### config.mk
export PLATFORM = sky130hd
export DESIGN_NAME = alu6_exec_seq
export DESIGN_NICKNAME = d
export VERILOG_FILES = /design/src/rtl/alu6_pkg.sv /design/src/rtl/alu6_regfile.sv /design/src/rtl/alu6_exec_seq.sv
export SDC_FILE = /design/constraint.sdc
export NUM_CORES = 1
export LEC_CHECK = 0
export CAP_MARGIN = 20
export CORE_UTILIZATION = 55
export DETAILED_ROUTE_END_ITERATION = 8
export GPL_ROUTABILITY_DRIVEN = 0
export PLACE_DENSITY = 0.91
export SETUP_SLACK_MARGIN = 0.5
export SLEW_MARGIN = 30
export SYNTH_ARGS = -nofsm -noshare
export SYNTH_HDL_FRONTEND = slang
export SYNTH_SLANG_ARGS = --single-unit
export TNS_END_PERCENT = 30
### constraint.sdc
create_clock -name clk -period 2.7 [get_ports clk]
set_input_delay 0.54 -clock clk [delete_from_list [all_inputs] [get_ports clk]]
set_output_delay 0.54 -clock clk [all_outputs]
set_load 0.02 [all_outputs]
### src/rtl/alu6_pkg.sv
// Shared definitions for the alu6 issue/write-back stage: widths, ALU op
// codes, instruction field positions and the sequencer state type.
package alu6_pkg;

   localparam int W    = 6;
   localparam int NREG = 4;

   localparam logic [1:0] OP_ADD1  = 2'b00;
   localparam logic [1:0] OP_PASSA = 2'b01;
   localparam logic [1:0] OP_AND   = 2'b10;
   localparam logic [1:0] OP_SUB   = 2'b11;

   // Instruction layout: [7:6]=op, [5:4]=rd, [3:2]=rs1, [1:0]=rs2
   localparam int OP_HI  = 7;
   localparam int OP_LO  = 6;
   localparam int RD_HI  = 5;
   localparam int RD_LO  = 4;
   localparam int RS1_HI = 3;
   localparam int RS1_LO = 2;
   localparam int RS2_HI = 1;
   localparam int RS2_LO = 0;

   typedef enum logic [1:0] {
      IDLE = 2'b00,
      EXEC = 2'b01,
      RESP = 2'b10
   } state_t;

   function automatic logic [1:0] instr_op(input logic [7:0] i);
      return i[OP_HI:OP_LO];
   endfunction

   function automatic logic [1:0] instr_rd(input logic [7:0] i);
      return i[RD_HI:RD_LO];
   endfunction

   function automatic logic [1:0] instr_rs1(input logic [7:0] i);
      return i[RS1_HI:RS1_LO];
   endfunction

   function automatic logic [1:0] instr_rs2(input logic [7:0] i);
      return i[RS2_HI:RS2_LO];
   endfunction

endpackage

### src/rtl/alu6_regfile.sv
// 4 x W register file: two asynchronous read ports, a write-back port and a
// direct load port. When both writers target the same entry on the same edge
// the write-back value is kept and the load is dropped.
module alu6_regfile #(
   parameter int W    = 6,
   parameter int NREG = 4
) (
   input  logic         clk,
   input  logic         rst,
   input  logic [1:0]   ra1,
   input  logic [1:0]   ra2,
   output logic [W-1:0] rd1,
   output logic [W-1:0] rd2,
   input  logic         wb_en,
   input  logic [1:0]   wb_addr,
   input  logic [W-1:0] wb_data,
   input  logic         ld_en,
   input  logic [1:0]   ld_addr,
   input  logic [W-1:0] ld_data
);

   logic [W-1:0] rf_r [NREG];

   // Storage update: reset clears, write-back outranks the load strobe per entry.
   always_ff @(posedge clk) begin
      if (rst) begin
         for (int i = 0; i < NREG; i++) begin
            rf_r[i] <= {W{1'b0}};
         end
      end else begin
         for (int i = 0; i < NREG; i++) begin
            if (wb_en && (wb_addr == 2'(i))) begin
               rf_r[i] <= wb_data;
            end else if (ld_en && (ld_addr == 2'(i))) begin
               rf_r[i] <= ld_data;
            end else begin
               rf_r[i] <= rf_r[i];
            end
         end
      end
   end

   assign rd1 = rf_r[ra1];
   assign rd2 = rf_r[ra2];

endmodule

### src/rtl/alu6_exec_seq.sv
// Issue/write-back stage for the external 6-bit ALU. Accepts one instruction
// per IDLE->EXEC->RESP round trip, drives registered operands to the ALU,
// writes the returned result back and holds it on the result port.
// Optional feature macro: ALU6_EXEC_SEQ_FLAGS_EN adds res_zero / res_neg.
module alu6_exec_seq #(
   parameter int NREG = 4,
   parameter int W    = alu6_pkg::W
) (
   input  logic         clk,
   input  logic         rst,
   input  logic         instr_valid,
   output logic         instr_ready,
   input  logic [7:0]   instr,
   input  logic         ld_en,
   input  logic [1:0]   ld_addr,
   input  logic [W-1:0] ld_data,
   output logic [W-1:0] alu_a,
   output logic [W-1:0] alu_b,
   output logic [1:0]   alu_op,
   input  logic [W-1:0] alu_f,
   output logic         res_valid,
   input  logic         res_ready,
   output logic [W-1:0] res_data,
`ifdef ALU6_EXEC_SEQ_FLAGS_EN
   output logic         res_zero,
   output logic         res_neg,
`endif
   output logic [1:0]   res_rd
);

   import alu6_pkg::*;

   state_t       state_r;
   state_t       state_s;
   logic         instr_ready_s;
   logic         accept_s;
   logic         wb_en_s;
   logic [1:0]   rd_r;
   logic [W-1:0] alu_a_r;
   logic [W-1:0] alu_b_r;
   logic [1:0]   alu_op_r;
   logic         res_valid_r;
   logic [W-1:0] res_data_r;
   logic [1:0]   res_rd_r;
   logic [W-1:0] rs1_val_s;
   logic [W-1:0] rs2_val_s;

   alu6_regfile #(
      .W    (W),
      .NREG (NREG)
   ) u_regfile (
      .clk     (clk),
      .rst     (rst),
      .ra1     (instr_rs1(instr)),
      .ra2     (instr_rs2(instr)),
      .rd1     (rs1_val_s),
      .rd2     (rs2_val_s),
      .wb_en   (wb_en_s),
      .wb_addr (rd_r),
      .wb_data (alu_f),
      .ld_en   (ld_en),
      .ld_addr (ld_addr),
      .ld_data (ld_data)
   );

   // State register.
   always_ff @(posedge clk) begin
      if (rst) begin
         state_r <= IDLE;
      end else begin
         state_r <= state_s;
      end
   end

   // Next-state: one EXEC cycle after acceptance, then hold in RESP until consumed.
   always_comb begin
      state_s = state_r;
      case (state_r)
         IDLE: begin
            if (instr_valid) begin
               state_s = EXEC;
            end else begin
               state_s = IDLE;
            end
         end
         EXEC: begin
            state_s = RESP;
         end
         RESP: begin
            if (res_ready) begin
               state_s = IDLE;
            end else begin
               state_s = RESP;
            end
         end
         default: begin
            state_s = IDLE;
         end
      endcase
   end

   // State-decoded controls; both are suppressed while reset is asserted.
   always_comb begin
      instr_ready_s = 1'b0;
      wb_en_s       = 1'b0;
      case (state_r)
         IDLE: begin
            instr_ready_s = ~rst;
         end
         EXEC: begin
            wb_en_s = ~rst;
         end
         RESP: begin
            instr_ready_s = 1'b0;
         end
         default: begin
            instr_ready_s = 1'b0;
         end
      endcase
      accept_s = instr_ready_s & instr_valid;
   end

   // Operand issue on handshake, result capture in EXEC, release on consume.
   always_ff @(posedge clk) begin
      if (rst) begin
         rd_r        <= 2'b00;
         alu_a_r     <= {W{1'b0}};
         alu_b_r     <= {W{1'b0}};
         alu_op_r    <= 2'b00;
         res_valid_r <= 1'b0;
         res_data_r  <= {W{1'b0}};
         res_rd_r    <= 2'b00;
      end else begin
         if (accept_s) begin
            rd_r     <= instr_rd(instr);
            alu_a_r  <= rs1_val_s;
            alu_b_r  <= rs2_val_s;
            alu_op_r <= instr_op(instr);
         end
         if (state_r == EXEC) begin
            res_data_r  <= alu_f;
            res_rd_r    <= rd_r;
            res_valid_r <= 1'b1;
         end else if ((state_r == RESP) && res_ready) begin
            res_valid_r <= 1'b0;
         end
      end
   end

`ifdef ALU6_EXEC_SEQ_FLAGS_EN
   logic res_zero_r;
   logic res_neg_r;

   // Result flags are captured alongside res_data and held through RESP.
   always_ff @(posedge clk) begin
      if (rst) begin
         res_zero_r <= 1'b0;
         res_neg_r  <= 1'b0;
      end else if (state_r == EXEC) begin
         res_zero_r <= (alu_f == {W{1'b0}});
         res_neg_r  <= alu_f[W-1];
      end else begin
         res_zero_r <= res_zero_r;
         res_neg_r  <= res_neg_r;
      end
   end

   assign res_zero = res_zero_r;
   assign res_neg  = res_neg_r;
`endif

   assign instr_ready = instr_ready_s;
   assign alu_a       = alu_a_r;
   assign alu_b       = alu_b_r;
   assign alu_op      = alu_op_r;
   assign res_valid   = res_valid_r;
   assign res_data    = res_data_r;
   assign res_rd      = res_rd_r;

endmodule

==> implementation parameters <==
Parameter                              Value

Outcome
  Result of the run    completed

Worst setup path
  WP data arrival    2190 ps
  Max FO, Critical Path    20
  Highest cell delay on the worst timing path    580 ps
  Critical Path Start Type    primary input
  Endpoint type of the worst setup path    register
  Critical Path Slowest Stage Cell    sky130_fd_sc_hd__clkdlybuf4s50_1
  CP Cell Sequence    clkdlybuf4s50_1, buf_4, and4bb_1, or3_1
  Required time of the critical path    2730 ps
  Crit Path Class    primary input to register

Routing
  Final Routed Wirelength    5.15 mm
  Iteration-0 DRC count of the detailed router    83
  DRC Markers    0
  Routed vias/inst    5.62
  Post-DRT Antenna Nets    0
  Via count of the routed design    1853
  Routed len/inst    15.6 um
  Count of TritonRoute iterations in the first routing pass    4

Synth
  Number of distinct library cell variants in the gate-level netlist after synthesis    32
  Average cell area after synthesis    11.2 um2
  Most area-consuming cells after synthesis    sky130_fd_sc_hd__edfxtp_1, sky130_fd_sc_hd__dfxtp_1, sky130_fd_sc_hd__mux4_2, sky130_fd_sc_hd__nand2_1, sky130_fd_sc_hd__mux2i_1
  Post-synthesis net count    255
  Cell area after synthesis    2550 um2
  Syn Inst Count    228
  Register bit count reported by yosys    51
  Most used flip-flop cell after synthesis    sky130_fd_sc_hd__dfxtp_1
  Most frequent cell after synthesis    sky130_fd_sc_hd__nand2_1
  Proportion of synthesized flip-flops having asynchronous set or reset    0%
  Top cells by instance count after synthesis    sky130_fd_sc_hd__nand2_1, sky130_fd_sc_hd__dfxtp_1, sky130_fd_sc_hd__edfxtp_1, sky130_fd_sc_hd__mux2i_1, sky130_fd_sc_hd__a21oi_1
  Sequential area share after synthesis    49.4%
  Fraction of synthesized cell area taken by the top area cell type    28.2%
  Count of synthesis-stage warnings from yosys    0
  EDFF count, synth    24
  Post-synth top area cell    sky130_fd_sc_hd__edfxtp_1

Timing
  Least-Margin Pin Slew    689 ps
  Share of the clock period used by the worst path    80.0%
  Setup repair after global routing missed its margin    yes
  Worst relative slew slack    54.1%
  Upper clock frequency limit    463 MHz
  Count of endpoints failing hold in the final timing report    0
  Post-route minimum period    2160 ps
  Setup Viol. Count Final    0
  Worst Skew    11.6 ps
  Final-report max-slew violation count    0
  Setup TNS after final layout    0 ps

GRT
  Pin count of the biggest net entering global routing    21
  Total routing resource utilization after global routing    21.9%
  Initial antenna violation count    0
  Via count of the first global-routing pass    1722
  Aggregate global routing overflow    0
  Wire length of the first global-routing pass    8.20 mm

Floorplanning
  Area enclosed by the die boundary    4920 um2
  Core Rows    24
  Height of the die    70.2 um
  Starting density of the core    57.9%
  Number of I/O pins    51
  Placeable Area    4410 um2
  Die extent in x    70.2 um

Power
  Worst vdd ir    0.000261 V
  Leakage dissipation    1.19 nW
  Power density over cell area    516 nW/um2

Finish
  Footprint of the multi-input gates    1170 um2
  Layout cells sized above 1    18.0%
  Layout filler cell count    311
  Post-layout util    72.5%
  Number of nets in the layout    304
  Sequential cell area    1260 um2
  Post-synthesis to final-layout area growth    25.2%
  Antenna diode count    0

Clock tree
  Number of buffers inserted to repair setup after CTS    0
  Clock buffers created by TritonCTS    5
  Max H-tree Level    2
  CTS Buffer Depth    2
  CTS tree    done
  Skew-Pair Late Insertion Delay    310 ps
  Register clock-pin slew on the reported worst setup and hold paths    90 ps
  # hold bufs at CTS    0
  Number of clock sinks    51
  Root Driver    sky130_fd_sc_hd__clkbuf_8

Place
  HPWL Detailed    3.93 mm
  IO buf count    50

Worst hold path
  Worst min path class    register to register

Flow run
  Max-cap violations    0
[layout make-up]
| type | count | share of cell area, % |
|---|---|---|
| Clock buffer | 6 | 2.27 |
| Clock inverter | 2 | 1.17 |
| Inverter | 7 | 1.21 |
| Multi-Input combinational cell | 155 | 36.6 |
| Sequential cell | 51 | 39.4 |
| Tap cell | 52 | 2.03 |
| Timing Repair Buffer | 57 | 17.2 |
[critical path: cells and delay by family]
| kind | cells | cell delay [ps] |
|---|---|---|
| buffers and inverters | 2 | 880 |
| AND/OR/NAND/NOR | 2 | 760 |
[stage by stage]
step           setup WS (ps)  total power [mW]  hold slack (ps)  std cells  instance area [um2]
4_1_cts                  562              1.65              460        330                 3190
5_1_grt                  452              1.70              476        330                 3200
2_1_floorplan            807              1.04              521        228                 2550
6_report                 540              1.65              455        330                 3200
3_3_place_gp             282              1.14              441        322                 3080
3_5_place_dp             229              1.14              448        322                 3080
[registers in the layout, indices dropped and copies added (netlist names)]
signal	count
rd_r	2
res_data	6
alu_a	6
res_valid	1
u_regfile.rf_r	24
state_r	2
alu_b	6
alu_op	2
res_rd	2
[where the power goes]
part / leakage [nW] / internal, mW / switching, mW
clock network: 0.0514 / 0.277 / 0.247
logic: 0.671 / 0.125 / 0.123
registers: 0.470 / 0.851 / 0.0270
total: 1.19 / 1.25 / 0.397
[worst paths after layout]
kind	startpoint	end	slack [ps]	cells after the start
setup / recovery	rst	u_regfile.rf_r[2][1]$_SDFFCE_PN0P_	540	4
hold / removal	alu_op[0]$_SDFFE_PP0P_	alu_op[0]$_SDFFE_PP0P_	450	2
setup reg to reg	state_r[0]$_SDFF_PP0_	u_regfile.rf_r[1][0]$_SDFFCE_PN0P_	790	3
hold reg to reg	alu_op[0]$_SDFFE_PP0P_	alu_op[0]$_SDFFE_PP0P_	450	2
[per-layer routing]
metal	global-route usage, %	share of wire (%)	vias up
met3	3.46	4.8	6
met4	10.9	1.7	0
met5	0	0	-
met2	37.6	52	70
met1	26.7	41	879
li1	-	-	898
[logic make-up after synthesis]
kind of cell | Yosys count | synth area share (%)
AOI/OAI and AO/OA | 26 | 6.32
buffers and inverters | 22 | 5.00
DFF | 51 | 49.4
muxes | 36 | 20.0
and+or+nand+nor | 93 | 19.3
[cell usage in the layout, fill, tap and decap left out, types with 6 or more instances in the layout]
cell | Yosys | routed
sky130_fd_sc_hd__clkdlybuf4s50_1 | 0 | 49
sky130_fd_sc_hd__a21oi_1 | 16 | 16
sky130_fd_sc_hd__nand2_1 | 66 | 66
sky130_fd_sc_hd__mux2i_1 | 24 | 24
sky130_fd_sc_hd__mux4_2 | 12 | 12
sky130_fd_sc_hd__nand2_2 | 8 | 8
sky130_fd_sc_hd__buf_4 | 0 | 7
sky130_fd_sc_hd__edfxtp_1 | 24 | 24
sky130_fd_sc_hd__a21oi_2 | 8 | 8
sky130_fd_sc_hd__inv_1 | 6 | 6
sky130_fd_sc_hd__dfxtp_1 | 27 | 27
[repair_timing]
| action | in CTS | in global routing |
|---|---|---|
| pin swaps | 0 | 0 |
| resized for setup | 1 | 1 |
| cloned | 0 | 0 |
| setup endpoints to repair | 1 | 14 |
(Power assumes the default switching activity.)
